File: src/rtl/pong_pkg.sv
// Shared widths, state encoding and score helper for the pong referee slice.
package pong_pkg;

    localparam int COORD_W = 12;
    localparam int SCORE_W = 4;

    typedef enum logic [2:0] {
        ST_IDLE  = 3'd0,
        ST_SERVE = 3'd1,
        ST_PLAY  = 3'd2,
        ST_SCORE = 3'd3,
        ST_OVER  = 3'd4,
        ST_PAUSE = 3'd5
    } state_t;

    function automatic logic [SCORE_W-1:0] sat_inc(input logic [SCORE_W-1:0] s,
                                                   input logic [SCORE_W-1:0] lim);
        return (s >= lim) ? lim : s + 1'b1;
    endfunction

endpackage

File: src/rtl/box_overlap.sv
// Combinational overlap test of two axis-aligned boxes (inclusive edges, unsigned).
module box_overlap
    import pong_pkg::*;
(
    input  logic [COORD_W-1:0] a_x1,
    input  logic [COORD_W-1:0] a_x2,
    input  logic [COORD_W-1:0] a_y1,
    input  logic [COORD_W-1:0] a_y2,
    input  logic [COORD_W-1:0] b_x1,
    input  logic [COORD_W-1:0] b_x2,
    input  logic [COORD_W-1:0] b_y1,
    input  logic [COORD_W-1:0] b_y2,
    output logic               overlap
);

    assign overlap = (a_x1 <= b_x2) && (a_x2 >= b_x1) &&
                     (a_y1 <= b_y2) && (a_y2 >= b_y1);

endmodule

File: src/rtl/pong_referee.sv
// Pong referee: paddle hit/miss detection, scoring and game sequencing.
// Optional pause input enabled by defining REFEREE_PAUSE_EN.
module pong_referee
    import pong_pkg::*;
#(
    parameter int D_WIDTH     = 639,
    parameter int MISS_MARGIN = 6,
    parameter int SCORE_MAX   = 9,
    parameter int SERVE_DELAY = 60,
    parameter int HIT_HOLDOFF = 8
) (
    input  logic               in_clock,
    input  logic               in_reset_n,
    input  logic               in_ani_stb,
    input  logic               in_start,
`ifdef REFEREE_PAUSE_EN
    input  logic               in_pause,
`endif
    input  logic [COORD_W-1:0] in_ball_x1,
    input  logic [COORD_W-1:0] in_ball_x2,
    input  logic [COORD_W-1:0] in_ball_y1,
    input  logic [COORD_W-1:0] in_ball_y2,
    input  logic [COORD_W-1:0] in_padl_x1,
    input  logic [COORD_W-1:0] in_padl_x2,
    input  logic [COORD_W-1:0] in_padl_y1,
    input  logic [COORD_W-1:0] in_padl_y2,
    input  logic [COORD_W-1:0] in_padr_x1,
    input  logic [COORD_W-1:0] in_padr_x2,
    input  logic [COORD_W-1:0] in_padr_y1,
    input  logic [COORD_W-1:0] in_padr_y2,
    output logic               out_obj_reset,
    output logic               out_animate,
    output logic               out_hit_l,
    output logic               out_hit_r,
    output logic [SCORE_W-1:0] out_score_l,
    output logic [SCORE_W-1:0] out_score_r,
    output logic [2:0]         out_state,
    output logic               out_game_over
);

    localparam int SRV_W  = $clog2(SERVE_DELAY + 1);
    localparam int HOLD_W = $clog2(HIT_HOLDOFF + 1);
    localparam logic [SRV_W-1:0]   SRV_LAST  = SRV_W'(SERVE_DELAY - 1);
    localparam logic [HOLD_W-1:0]  HOLD_INIT = HOLD_W'(HIT_HOLDOFF);
    localparam logic [SCORE_W-1:0] SMAX      = SCORE_W'(SCORE_MAX);

    state_t             state;
    logic [SRV_W-1:0]   serve_cnt;
    logic [HOLD_W-1:0]  holdoff;
    logic               scorer_r;
    logic               ov_l, ov_r;
    logic               hit_ok, miss_l, miss_r;
    logic [SCORE_W-1:0] inc_l, inc_r;
    logic               reach_max;

    box_overlap u_ov_l (
        .a_x1(in_ball_x1), .a_x2(in_ball_x2), .a_y1(in_ball_y1), .a_y2(in_ball_y2),
        .b_x1(in_padl_x1), .b_x2(in_padl_x2), .b_y1(in_padl_y1), .b_y2(in_padl_y2),
        .overlap(ov_l)
    );

    box_overlap u_ov_r (
        .a_x1(in_ball_x1), .a_x2(in_ball_x2), .a_y1(in_ball_y1), .a_y2(in_ball_y2),
        .b_x1(in_padr_x1), .b_x2(in_padr_x2), .b_y1(in_padr_y1), .b_y2(in_padr_y2),
        .overlap(ov_r)
    );

    // x1 above the display width means the ball wrapped past the left wall.
    assign miss_l    = (in_ball_x1 <= COORD_W'(MISS_MARGIN)) || (in_ball_x1 > COORD_W'(D_WIDTH));
    assign miss_r    = in_ball_x2 >= COORD_W'(D_WIDTH - MISS_MARGIN);
    assign hit_ok    = (holdoff == '0);
    assign inc_l     = sat_inc(out_score_l, SMAX);
    assign inc_r     = sat_inc(out_score_r, SMAX);
    assign reach_max = scorer_r ? (inc_r == SMAX) : (inc_l == SMAX);
    assign out_state = state;

`ifdef REFEREE_PAUSE_EN
    logic pause_q;
    logic pause_rise;
    assign pause_rise = in_pause && !pause_q;

    always_ff @(posedge in_clock or negedge in_reset_n) begin
        if (!in_reset_n) pause_q <= 1'b0;
        else             pause_q <= in_pause;
    end
`endif

    always_ff @(posedge in_clock or negedge in_reset_n) begin
        if (!in_reset_n) begin
            state         <= ST_IDLE;
            out_obj_reset <= 1'b1;
            out_animate   <= 1'b0;
            out_hit_l     <= 1'b0;
            out_hit_r     <= 1'b0;
            out_score_l   <= '0;
            out_score_r   <= '0;
            out_game_over <= 1'b0;
            serve_cnt     <= '0;
            holdoff       <= '0;
            scorer_r      <= 1'b0;
        end else begin
            out_hit_l <= 1'b0;
            out_hit_r <= 1'b0;
            case (state)
                ST_IDLE: begin
                    out_obj_reset <= 1'b1;
                    out_animate   <= 1'b0;
                    out_game_over <= 1'b0;
                    if (in_start) state <= ST_SERVE;
                end
                ST_SERVE: begin
                    out_obj_reset <= 1'b0;
                    if (in_ani_stb) begin
                        if (serve_cnt == SRV_LAST) begin
                            serve_cnt   <= '0;
                            state       <= ST_PLAY;
                            out_animate <= 1'b1;
                        end else begin
                            serve_cnt <= serve_cnt + 1'b1;
                        end
                    end
                end
                ST_PLAY: begin
`ifdef REFEREE_PAUSE_EN
                    if (pause_rise) begin
                        state       <= ST_PAUSE;
                        out_animate <= 1'b0;
                    end else
`endif
                    if (in_ani_stb) begin
                        if (hit_ok && ov_l) begin
                            out_hit_l <= 1'b1;
                            holdoff   <= HOLD_INIT;
                        end else if (hit_ok && ov_r) begin
                            out_hit_r <= 1'b1;
                            holdoff   <= HOLD_INIT;
                        end else begin
                            if (holdoff != '0) holdoff <= holdoff - 1'b1;
                            if (miss_l || miss_r) begin
                                scorer_r    <= miss_l;
                                state       <= ST_SCORE;
                                out_animate <= 1'b0;
                            end
                        end
                    end
                end
                ST_SCORE: begin
                    if (scorer_r) out_score_r <= inc_r;
                    else          out_score_l <= inc_l;
                    if (reach_max) begin
                        state         <= ST_OVER;
                        out_game_over <= 1'b1;
                    end else begin
                        state         <= ST_SERVE;
                        out_obj_reset <= 1'b1;
                    end
                end
                ST_OVER: begin
                    if (in_start) begin
                        out_score_l   <= '0;
                        out_score_r   <= '0;
                        out_game_over <= 1'b0;
                        out_obj_reset <= 1'b1;
                        state         <= ST_SERVE;
                    end
                end
`ifdef REFEREE_PAUSE_EN
                ST_PAUSE: begin
                    if (pause_rise) begin
                        state       <= ST_PLAY;
                        out_animate <= 1'b1;
                    end
                end
`endif
                default: begin
                    state         <= ST_IDLE;
                    out_obj_reset <= 1'b1;
                    out_animate   <= 1'b0;
                end
            endcase
        end
    end

endmodule

File: config.mk
export PLATFORM = sky130hd
export DESIGN_NAME = pong_referee
export DESIGN_NICKNAME = d
export VERILOG_FILES = /design/src/rtl/pong_pkg.sv /design/src/rtl/box_overlap.sv /design/src/rtl/pong_referee.sv
export SDC_FILE = /design/constraint.sdc
export NUM_CORES = 1
export LEC_CHECK = 0
export CAP_MARGIN = 5
export CORE_ASPECT_RATIO = 0.6
export CORE_MARGIN = 2
export CORE_UTILIZATION = 45
export DETAILED_ROUTE_END_ITERATION = 6
export DONT_BUFFER_PORTS = 1
export PLACE_DENSITY = 0.61
export SLEW_MARGIN = 10
export SYNTH_ARGS = -nofsm -noshare
export SYNTH_HDL_FRONTEND = slang
export SYNTH_SLANG_ARGS = --single-unit
File: constraint.sdc
create_clock -name in_clock -period 1.8 [get_ports in_clock]
set_input_delay 0.45 -clock in_clock [delete_from_list [all_inputs] [get_ports in_clock]]
set_output_delay 0.45 -clock in_clock [all_outputs]
set_load 0.005 [all_outputs]
**Yosys cells after proc, flatten, opt, wreduce, memory -nomap -nowiden**

Cells that the tools add are included.

- $add $sub $neg: 4
- $lt $le $gt $ge: 13
- Equal/unequal tests: 19
- Mux-type cells: 41
- Bitwise logic cells: 4
- Reduce and logical (&&, ||, !) cells: 27

Operator list:

| operator | number |
|---|---|
| $ge 12x12->1 | 4 |
| $le 12x12->1 | 4 |
| $mux 4 | 8 |
| $mux 3 | 8 |
| $ne 2x2->1 const B | 11 |
| $mux 1 | 18 |
| $pmux 4 s2 | 2 |
| $reduce_and 3->1 | 5 |
| $reduce_and 7->1 | 2 |
| $ge 12x10->1 const B | 1 |
| $gt 12x10->1 const B | 1 |
| $le 12x3->1 const B | 1 |
| $pmux 3 s4 | 1 |
| $add 4x1->4 const B | 2 |
| $eq 4x4->1 const B | 2 |
| $ge 4x4->1 const B | 2 |
| $logic_and 1x1->1 | 8 |
| $add 6x1->6 const B | 1 |
| $eq 3x2->1 const B | 2 |
| $eq 6x6->1 const B | 1 |
| $mux 6 | 1 |
| $pmux 1 s3 | 2 |
| $reduce_bool 3->1 | 2 |
| $reduce_and 5->1 | 1 |
| other kinds (13) | 18 |

- Bits in registers: 27
- Bits of input ports: 148
- Output and inout port bits: 16
- Word-level logic and storage cells: 119

**Longest topological paths before layout**

Gate-level depths: netlist of the first run.

- Depth in word-level cells: 9
- Depth in mapped cells: 9

**Modules after synthesis**

A second synthesis of the first run with hierarchy kept.

- Cells, all modules: 505
- Area, all modules: 4,071.4 µm²

By module, submodules not included:

| module | instances | cells an instance | area each (µm²) | sequential area each (µm²) |
|---|---|---|---|---|
| pong_referee | 1 | 180 | 1,677.9 | 676.9 |
| box_overlap at u_ov_r | 1 | 163 | 1,209.9 | 0.0 |
| box_overlap at u_ov_l | 1 | 162 | 1,183.6 | 0.0 |

**Worst setup path after synthesis of the first run**

OpenSTA, ideal clock, no wires.

- Kind: input to register
- From: in in_ball_y2[0]
- To: reg out_animate
- Setup time: 126 ps
- Data arrival time: 2,083 ps
- Path slack: -409 ps
- Stages on the path: 9
- Cells stage by stage: inv_1 > ha_1 > nand2b_4 > a2111oi_4 > nor4_1 > o31a_1 > nand4_4 > nand3_2 > a311o_1

- Word-level cells in the longest chain between the ends: 5
- Elaborated cells between the ends (all ways): 9
- Those cells by class: 2 x order compare; 2 x eq/ne; 5 x reduce/logical

Ends and longest elaborated chain:

| what | RTL line | text |
|---|---|---|
| start, declared | pong_referee.sv:22 | `input logic [COORD_W-1:0] in_ball_y2,` |
| $ge 12x12->1 | box_overlap.sv:17 | `(a_y1 <= b_y2) && (a_y2 >= b_y1);` |
| $logic_and 1x1->1 | box_overlap.sv:17 |  |
| $logic_and 1x1->1 (on tied branches) | pong_referee.sv:134, pong_referee.sv:131 |  |
| $ne 2x2->1 (no source line) | n/a |  |
| $reduce_and 7->1 (no source line) (*) | n/a |  |
| end signal, assigned | pong_referee.sv:117 | `out_animate <= 1'b1;` |
| end signal, assigned | pong_referee.sv:142 | `out_animate <= 1'b0;` |
| end signal, assigned | pong_referee.sv:178 | `out_animate <= 1'b0;` |
| end, declared | pong_referee.sv:32 | `output logic out_animate,` |

Every way passes the cells marked *; elsewhere a longest branch is shown, timed or not.
A chain may end at the register's enable or synchronous reset.

**Final worst setup path of the first run**

- From: in in_padl_y2[8]
- To: reg holdoff[0]

- Word-level cells in the longest chain between the ends: 6
- Elaborated cells between the ends (all ways): 7
- Those cells by class: 1 x order compare; 1 x mux; 5 x reduce/logical

Ends and longest elaborated chain:

| what | RTL line | text |
|---|---|---|
| start, declared | pong_referee.sv:26 | `input logic [COORD_W-1:0] in_padl_y2,` |
| $le 12x12->1 (*) | box_overlap.sv:17 |  |
| $logic_and 1x1->1 (*) | box_overlap.sv:16 | `assign overlap = (a_x1 <= b_x2) && (a_x2 >= b_x1) &&` |
| $logic_and 1x1->1 (*) | box_overlap.sv:17 |  |
| $logic_and 1x1->1 (*) | pong_referee.sv:131 | `if (hit_ok && ov_l) begin` |
| $reduce_bool 3->1 (no source line) | n/a |  |
| $reduce_and 3->1 (no source line) | n/a |  |
| end signal, assigned | pong_referee.sv:138 | `if (holdoff != '0) holdoff <= holdoff - 1'b1;` |
| end, declared | pong_referee.sv:49 | `logic [HOLD_W-1:0] holdoff;` |

Marks and branches as above.

==> results of run 1 <==
critical path, cell delays in order:
cell and delay, ns:
inv_2 0.03, ha_4 0.25, nand4_1 0.22, or3_4 0.47, o31ai_4 0.08, nand4_4 0.20
a31oi_4 0.23, mux2i_1 0.09
cells by family (layout without fill, tap and decap cells):
kind of cell	Yosys count	count (layout)	share of synthesized area (%)
and+or+nand+nor	139	139	18.72
buffers and inverters	104	131	9.914
AOI/OAI and AO/OA	126	126	21.03
adders and majority gates	104	104	32.94
DFF	27	27	17.14
muxes	1	1	0.2534
registers in the layout, summed over array words and instances, names as in the netlist:
signal         count
out_game_over      1
out_score_r        4
out_obj_reset      1
holdoff            4
out_score_l        4
out_hit_r          1
out_animate        1
out_hit_l          1
scorer_r           1
serve_cnt          6
out_state          3
area by class of cell:
type | count | area share [%]
clock buffers | 4 | 1.654
flip-flops and latches | 27 | 14.20
multi-input cells | 370 | 68.22
inverters | 101 | 8.635
repair buffers | 26 | 4.357
well taps | 112 | 2.940
final timing paths:
check	end	slack (ns)	cells after the start
setup / recovery	holdoff[0]	-0.07	8
hold / removal	serve_cnt[2]	0.0003	1
setup reg to reg	holdoff[0]	-0.02	7
hold reg to reg	out_obj_reset	0.49	2
max in group asynchronous	holdoff[3]	1.65	1
min in group in_clock	out_state[0]	0.31	2
what timing repair did:
item | CTS | global route
hold buffers | 1 | 0
gates cloned | 0 | 0
setup buffers | 0 | 2
gates resized for setup | 13 | 31
pin swaps | 7 | 14
hold endpoints to repair | 26 | 0
setup endpoints to repair | 6 | 10
per-stage QoR:
stage               setup TNS [ns]  util (%)  power (W)  setup WS, ns
floorplan                  -0.8017         -   0.001377       -0.1751
global route               -0.9002     55.93   0.002349       -0.1574
finish                     -0.2061     55.93   0.002147      -0.06736
detailed placement          -2.590     52.06   0.001580       -0.4025
CTS                        -0.1140     53.89   0.002136      -0.03756
global placement            -2.395     52.06   0.001540       -0.3392
routing by layer:
layer	wire length (µm)	up-vias	global-route usage [%]
li1	-	1835	-
met1	5103	1643	30.69
met3	774	4	5.056
met2	4615	124	35.85
met4	22	0	1.444
met5	0	-	0
cells in the mapped netlist (3+ instances only):
| cell type | number |
|---|---|
| nand2b_1 | 3 |
| nor2b_1 | 11 |
| and3_1 | 3 |
| dfrtp_1 | 26 |
| a22o_1 | 3 |
| nand3b_1 | 4 |
| a211oi_1 | 6 |
| nor2_1 | 28 |
| o21ai_1 | 9 |
| o211ai_1 | 7 |
| o31ai_1 | 3 |
| nor4_1 | 3 |
| nand3_1 | 10 |
| inv_1 | 101 |
| a21oi_1 | 33 |
| a21o_1 | 16 |
| nand2_1 | 37 |
| nor3_1 | 8 |
| o21ai_0 | 23 |
| a31oi_1 | 4 |
| ha_1 | 104 |
| nand4_1 | 21 |
| o31a_1 | 3 |
report_power, final:
group / switching (W) / internal [W] / leakage [nW]
registers: 0.0000936 / 0.000684 / 0.335
logic: 0.000439 / 0.000414 / 2.03
clock network: 0.000213 / 0.000304 / 0.0382
total: 0.000746 / 0.00140 / 2.41
layout by cell type (no fill, tap or decap), drive strengths merged, types with 6 or more instances in the layout:
cell	n
ha	104
inv	101
nand2	37
a21oi	33
o21ai	32
nor2	28
dfrtp	26
buf	26
nand4	23
a21o	16
nor2b	11
nand3	11
nor3	8
o211ai	7
a211oi	6
==> reports/metrics.yaml, run 1 <==
final_area_um2: 4767
setup_ws_ns: -0.06736
syn_area_um2: 3950
yosysUniqueCellTypes: 52
clockBufferDepth: 2
portBuffers: 0
critPathLaunch: "in_padl_y2[8]"
yosys_warnings: 0
failed_checks: "negative setup slack"
syn_to_final_growth_pct: 20.68
synth_largest_area_cell: "ha_1"
insertion_delay_ns: 0.26
yosys_register_bits: 27
fmax_mhz: 535.5
max_cap_violations: 0
cts.sinks: 27
antenna_found_initial: 0
fp.dieW_um: 125.0
synth_nets: 753
cts-buffers-inserted: 3
core_area_um2: 8523
ys.flop_type: "dfrtp_1"
r2r_start: "holdoff[0]"
final_cells: 640
setup_viol: 6
synth_top_area_share_pct: 32.94
cts_tree: "built"
yosysSeqAreaShare_pct: 17.14
pin_count: 164
die_h_um: 76.57
initial_core_util_pct: 46.34
wl_mm: 10.52
hpwl_mm: 9.017
htreeDepth: 1
nFillCells: 797
vias: 3606
route.detailed.drc: 0
synth_cells: 501
power_leakage_nw: 2.406
period_needed_ns: 1.867
drive_gt1_share_pct: 17.05
hold_ws_ns: 0.0003394
fp-row-count: 26
clockRootBuffer: "clkbuf_16"
gp_congestion: 0.8694
crit_arrival_ns: 2.01
powerDensity_nw_per_um2: 450.4
drtIter0Drc: 132
hold_viol: 0
grt_usage_pct: 21.83
overflow: 0
crit_type: "in2reg"
wire_per_inst_um: 16.43
num_antenna_cells: 0
grt_max_degree: 27
grt_pass1_vias: 3687
multi_input_comb_area_um2: 3252
place_inst: 633
clk_pin_slew_ns: 0.07
avgSynthCellArea_um2: 7.884
end_kind: "flop"
slew_headroom_pct: 80.76
outcome: "complete, but fails checks"
peakVddDrop_v: 0.0003205
slew_viol_final: 0
nNetsFinal: 781
dpl_cell_area_um2: 4437
grt_pass1_wl_mm: 17.45
startpoint_type: "input pin"
dieArea_um2: 9568
async_reset_ff_share_pct: 100.0
hold_path.class: "in2async"
timing.final.crit_share_pct: 103.7
worstMarginPinSlew_ns: 0.2880
rsz0062_at_grt: "yes"
cp.required_ns: 1.95
cp_max_fo: 8
antenna_left: 0
synth_edf_count: 0
firstDrtPassIters: 4
fin_skew_ns: 0.002631
yosys-top-cells-area: "ha_1 33%, dfrtp_1 16%, inv_1 9.6%"
via_per_inst: 5.634
regArea_um2: 676.9
Power figures use the tool's default switching activity.
==> run 2, diff against run 1 <==
CORE_ASPECT_RATIO = default   (was 0.6)
==> run 2 against run 1 <==
The run still ends with negative setup slack left. Utilization up 0.40 points. Design area up 2.0%. Global-route usage shrank 2.9 points. Count of clock-buffer cells in the layout is 1 lower. Register-to-register slack better by 0.06 ns. Clock power is 31% lower. Sequential cell count is the same. Final cell count unchanged. Combinational power is 7.0% higher. Fmax decreased by 1.2%. Die area fell by 0.26%. Total power down 5.4%. Critical endpoint is now out_animate. Largest cell class unchanged.
==> reports/metrics.yaml, run 2 (synthesized netlist as in run 1, its figures left out) <==
route.met3.wl_um: 609  # -21%
grt_pass1_wl_mm: 15.50  # -11%
fmax_mhz: 528.9  # -1.2%
crit_type: "in2reg"
peakVddDrop_v: 0.0002799  # -13%
htreeDepth: 1  # unchanged
route.detailed.drc: 0  # unchanged
cts-buffers-inserted: 3  # unchanged
fp-row-count: 34  # +31%
end_kind: "flop"
p_sw_share_pct: 36.29  # +1.6 points
insertion_delay_ns: 0.28  # +0.02 ns
drive_gt1_share_pct: 20.49  # +3.4 points
pin_count: 164  # unchanged
slew_viol_final: 0  # unchanged
top_register: "serve_cnt"
timing.final.crit_share_pct: 105.0  # +1.3 points
initial_core_util_pct: 45.74  # -0.60 points
cts.sinks: 27  # unchanged
hold_path.class: "in2reg"
die_h_um: 97.69  # +28%
p_clk_share_pct: 17.5  # -6.5 points
via_per_inst: 5.611  # -0.42%
wire_per_inst_um: 14.98  # -8.8%
hold_ws_ns: 0.2979  # +0.2976 ns
fp.dieW_um: 97.69  # -22%
hpwl_mm: 8.028  # -11%
startpoint_type: "input pin"
rsz0062_at_grt: "yes"
switching_power_w: 0.0007374  # -1.1%
layout_common_cells: "88 x inv_1, 83 x ha_1, 37 x nand2_1"
grt_max_degree: 27  # unchanged
cts_tree: "built"
core_area_um2: 8636  # +1.3%
vias: 3591  # -0.42%
antenna_left: 0  # unchanged
nNetsFinal: 785  # +0.51%
grt_usage_pct: 18.96  # -2.9 points
hold_viol: 0  # unchanged
clockRootBuffer: "clkbuf_8"
syn_to_final_growth_pct: 23.16
wl_mm: 9.588  # -8.8%
powerDensity_nw_per_um2: 417.7  # -7.3%
tns_ns: -0.1119  # +0.09423 ns
final_common_cell: "inv_1"
seqPwrFrac_pct: 37.5  # +1.3 points
met2_length_mm: 4.723  # +2.3%
antenna_found_initial: 0  # unchanged
portBuffers: 0  # unchanged
worstMarginPinSlew_ns: 0.3544  # +0.06644 ns
gp_congestion: 0.8377  # -3.6%
setup_viol: 3  # -3
regArea_um2: 676.9  # unchanged
power_leakage_nw: 2.419  # +0.52%
cp_max_fo: 7  # -1
pwr-share-comb_pct: 44.9  # +5.2 points
wl_met1_mm: 4.072  # -20%
crit_arrival_ns: 2.06  # +0.05 ns
fin_skew_ns: 0.008365  # +0.005734 ns
max_cap_violations: 0  # unchanged
largest_register_ff_count: 6  # unchanged
nFillCells: 817  # +2.5%
dpl_cell_area_um2: 4439  # about the same
setup_ws_ns: -0.09064  # -0.02327 ns
dieArea_um2: 9543  # -0.26%
period_needed_ns: 1.891  # +0.02327 ns
final_area_um2: 4865  # +2.0%
final_cells: 640  # unchanged
outcome: "complete, but fails checks"
slew_headroom_pct: 76.12  # -4.6 points
p_int_w: 0.001294  # -7.6%
num_antenna_cells: 0  # unchanged
failed_checks: "negative setup slack"
firstDrtPassIters: 6  # +2
routed.top_layer: "met4"
multi_input_comb_area_um2: 3344  # +2.8%
grt_pass1_vias: 3612  # -2.0%
clockBufferDepth: 2  # unchanged
overflow: 0  # unchanged
clk_pin_slew_ns: 0.10  # +0.03 ns
cp.required_ns: 1.97  # +0.02 ns
place_inst: 630  # -0.47%
drtIter0Drc: 88  # -33%
-- run 2: final cells by class --
type                       instances  share of cell area (%)
timing repair buffer              30                   4.990
clock inverter                     1                  0.1543
sequential                        27                   13.91
clock buffer                       3                  0.8488
tap                              108                   2.778
multi-input combinational        370                   68.75
inverter                         101                   8.565
-- run 2: repair_timing --
action / in CTS / in global routing
endpoints found under the setup margin: 6 / 11
hold endpoints to repair: 26 / 1
buffers inserted: 3 / 1
resized for setup: 25 / 37
hold buffers: 2 / 1
pin swaps: 15 / 15
-- run 2: power by group through the flow --
stage | clock network [W] | registers (W) | logic, W
after floorplan | 0 | 0.000761 | 0.000616
after global placement | 0 | 0.000772 | 0.000786
after detailed placement | 0 | 0.000774 | 0.000813
after CTS | 0.000367 | 0.000762 | 0.000866
after global routing | 0.000395 | 0.000779 | 0.00105
final | 0.000356 | 0.000763 | 0.000913
-- run 2: critical path, cell delays in order --
cell and delay, ns:
inv_4 0.02, ha_4 0.22, a21o_1 0.15, a21o_1 0.15, a21o_1 0.15, o31a_1 0.32, nand4_4 0.16, nand3_2 0.08
a311o_1 0.35
-- run 2: worst paths after layout --
check	startpoint	to	slack, ns	cells after the start
max reg2reg	holdoff[0]	out_animate	0.04	7
max in group asynchronous	in_reset_n	out_score_l[3]	1.05	2
max	in_padl_y1[9]	out_animate	-0.09	9
min in group asynchronous	in_reset_n	out_obj_reset	0.57	1
min	in_start	out_state[0]	0.30	2
min reg2reg	out_obj_reset	out_obj_reset	0.48	2
-- run 2: routing by layer --
layer / global-route usage [%] / vias up
met5: 0 / -
met3: 4.892 / 18
met1: 22.59 / 1605
met2: 34.27 / 128
li1: - / 1840
met4: 3.953 / 0
-- run 2: stage by stage --
stage / util [%] / worst slack, ns / total power (W)
floorplan: - / -0.1751 / 0.001377
global placement: 51.41 / -0.3490 / 0.001558
detailed placement: 51.41 / -0.3957 / 0.001587
CTS: 53.81 / -0.05748 / 0.001995
global route: 56.33 / -0.1294 / 0.002226
finish: 56.33 / -0.09064 / 0.002032
==> run 3, diff against run 2 <==
ABC_AREA = 1   (was default)
CELL_PAD_IN_SITES_DETAIL_PLACEMENT = 1   (was default)
CELL_PAD_IN_SITES_GLOBAL_PLACEMENT = 2   (was default)
CORE_UTILIZATION = 34   (was 45)
PLACE_DENSITY = 0.83   (was 0.61)
==> run 3 against run 2 <==
The run now ends clean. Critical path type unchanged. Global-route usage down 1.0 points. Non-clock buffer count down 10. First-iteration DRC count down 14%. Fmax up 7.6%. Synthesized cell count up 24%. Register-to-register slack about the same. Final cell count up 24%. Wire length up 27%. Clock power up 43%. Critical path depth up 4. Worst hold slack worse by 0.27 ns. Setup slack better by 0.13 ns.
==> reports/metrics.yaml, run 3 <==
grt_pass1_vias: 4387  # +21%
gp_congestion: 0.7558  # -9.8%
insertion_delay_ns: 0.26  # -0.02 ns
core_area_um2: 12010  # +39%
largest_register_ff_count: 6  # unchanged
post-place-ws_ns: -0.3547  # +0.04096 ns
wire_per_inst_um: 15.38  # +2.6%
cts_tree: "built"
syn_to_final_growth_pct: 19.20
synth_edf_count: 0  # unchanged
drive_gt1_share_pct: 17.00  # -3.5 points
portBuffers: 0  # unchanged
die_h_um: 115.1  # +18%
antenna_found_initial: 0  # unchanged
tns_ns: 0  # +0.1119 ns
dieArea_um2: 13250  # +39%
crit_arrival_ns: 1.91  # -0.15 ns
outcome: "completed"
worstMarginPinSlew_ns: 0.3680  # +0.01354 ns
yosysUniqueCellTypes: 35  # -33%
power_leakage_nw: 2.894  # +20%
grt_pass1_wl_mm: 19.71  # +27%
via_per_inst: 5.025  # -10%
setup_viol: 0  # -3
drtIter0Drc: 76  # -14%
fp-row-count: 40  # +18%
pin_count: 164  # unchanged
wl_met1_mm: 4.992  # +23%
hold_path.class: "in2async"
rsz0062_at_grt: "yes"
cp_cell_sequence: "inv_8 > ha_4 > nand2_4 > nor2_4 > nand2_1 > nor2_2 > nand2_2 > a21oi_4 > nand4_4 > nor2_4 > nor2_4 > nand3_2 > nand2_1"
nFillCells: 1541  # +89%
crit_type: "in2reg"
yosys_warnings: 0  # unchanged
fmax_mhz: 569.2  # +7.6%
yosys-top-cells-area: "ha_1 31%, dfrtp_1 15%, inv_1 14%"
final_area_um2: 5004  # +2.9%
cp.required_ns: 1.95  # -0.02 ns
routed.top_layer: "met4"
fin_skew_ns: 0.003091  # -0.005274 ns
synth_nets: 875  # +16%
vias: 3990  # +11%
clockRootBuffer: "clkbuf_16"
slew_viol_final: 0  # unchanged
top_register: "serve_cnt"
timing.final.crit_share_pct: 97.60  # -7.4 points
cts.sinks: 27  # unchanged
cp_max_fo: 6  # -1
hpwl_mm: 10.44  # +30%
synth_most_common_cell: "inv_1"
route.met3.wl_um: 696  # +14%
nNetsFinal: 900  # +15%
crit_path_top_delay_cell: "ha_4"
dpl_cell_area_um2: 4434  # -0.11%
antenna_left: 0  # unchanged
slowest_delay_ns: 0.27  # -0.08 ns
period_needed_ns: 1.757  # -0.1339 ns
route.detailed.drc: 0  # unchanged
yosys_register_bits: 27  # unchanged
htreeDepth: 1  # unchanged
syn_area_um2: 4198  # +6.3%
clockBufferDepth: 2  # unchanged
synth_top_area_share_pct: 31.00  # -1.9 points
synth_common_cells: "155 x inv_1, 149 x nand2_1, 104 x ha_1, 37 x nor2_1, 35 x a21oi_1"
fp.dieW_um: 115.1  # +18%
met2_length_mm: 6.363  # +35%
cts-buffers-inserted: 3  # unchanged
final_common_cell: "inv_1"
clk_pin_slew_ns: 0.07  # -0.03 ns
crit_top_cell: "nor2_4"
startpoint_type: "input pin"
hold_viol: 0  # unchanged
avgSynthCellArea_um2: 6.738  # -15%
rr_worst_depth: 11  # +4
slew_headroom_pct: 75.47  # -0.65 points
firstDrtPassIters: 4  # -2
ys.flop_type: "dfrtp_1"
fin_total_pwr_w: 0.003961  # +95%
num_antenna_cells: 0  # unchanged
max_cap_violations: 0  # unchanged
layout_common_cells: "143 x inv_1, 133 x nand2_1, 91 x ha_1"
synth_largest_area_cell: "ha_1"
initial_core_util_pct: 34.95  # -11 points
grt_max_degree: 27  # unchanged
peakVddDrop_v: 0.0003521  # +26%
overflow: 0  # unchanged
end_kind: "flop"
synth_cells: 623  # +24%
setup_ws_ns: 0.04327  # +0.1339 ns
async_reset_ff_share_pct: 100.0  # unchanged
wl_mm: 12.21  # +27%
finalCoreUtilization_pct: 41.66  # -15 points
powerDensity_nw_per_um2: 791.7  # +90%
grt_usage_pct: 17.93  # -1.0 points
yosysSeqAreaShare_pct: 16.13  # -1.0 points
run 3: final cells by class:
| class | instances | area (µm²) | share of cell area, % |
|---|---|---|---|
| Multi-Input combinational cell | 438 | 3289 | 65.74 |
| Sequential cell | 27 | 681.9 | 13.63 |
| Inverter | 158 | 603.1 | 12.05 |
| Tap cell | 147 | 183.9 | 3.676 |
| Timing Repair Buffer | 20 | 165.2 | 3.301 |
| Clock buffer | 3 | 75.07 | 1.500 |
| Clock inverter | 1 | 5.005 | 0.1000 |
run 3: logic make-up (layout without fill, tap and decap cells):
| logic type | Yosys count | in the layout | synth area share [%] |
|---|---|---|---|
| AOI/OAI and AO/OA | 76 | 76 | 10.40 |
| xor gates and xnor gates | 5 | 5 | 1.043 |
| adders and majority gates | 104 | 104 | 31.00 |
| buffers and inverters | 158 | 182 | 14.13 |
| DFF | 27 | 27 | 16.13 |
| muxes | 1 | 1 | 0.2682 |
| and+or+nand+nor | 252 | 252 | 27.03 |
run 3: metal layers:
layer	vias up	track usage, %
met5	-	0
met4	0	3.293
met3	15	3.743
met2	107	34.08
met1	1845	20.76
li1	2023	-
run 3: where the power goes:
part / switching (W) / leakage (nW) / total (W) / internal, W
Clock: 0.000209 / 0.0409 / 0.000509 / 0.000300
Combinational: 0.00133 / 2.51 / 0.00229 / 0.000962
Sequential: 0.000304 / 0.340 / 0.00116 / 0.000858
Total: 0.00184 / 2.89 / 0.00396 / 0.00212
run 3: through the flow:
stage               cells  hold slack (ns)
global placement      777           0.1551
CTS                   785         0.003612
global route          794          0.01664
finish                794          0.02825
floorplan             623           0.1544
detailed placement    777           0.1551
run 3: what timing repair did:
action	CTS	global route
pin swaps	13	40
setup endpoints to repair	9	14
hold endpoints to repair	26	1
gates resized for setup	20	71
buffers inserted	3	8
hold buffers	1	1
run 3: worst paths after layout:
kind,end,start,slack (ns)
worst min-delay path,out_obj_reset,in_reset_n,0.03
min in group in_clock,out_state[2],in_start,0.40
max in group asynchronous,out_score_r[0],in_reset_n,1.01
worst max-delay path,out_state[0],in_padl_x1[11],0.04
worst min register to register,out_game_over,out_game_over,0.50
worst max register to register,out_state[0],holdoff[0],0.05
run 3: critical path: cells and delay by family:
family,cells,cell delay [ns]
AND/OR/NAND/NOR,10,1.00
adder cells (fa/ha/maj),1,0.27
AO/OA/AOI/OAI,1,0.18
buffers and inverters,1,0.02
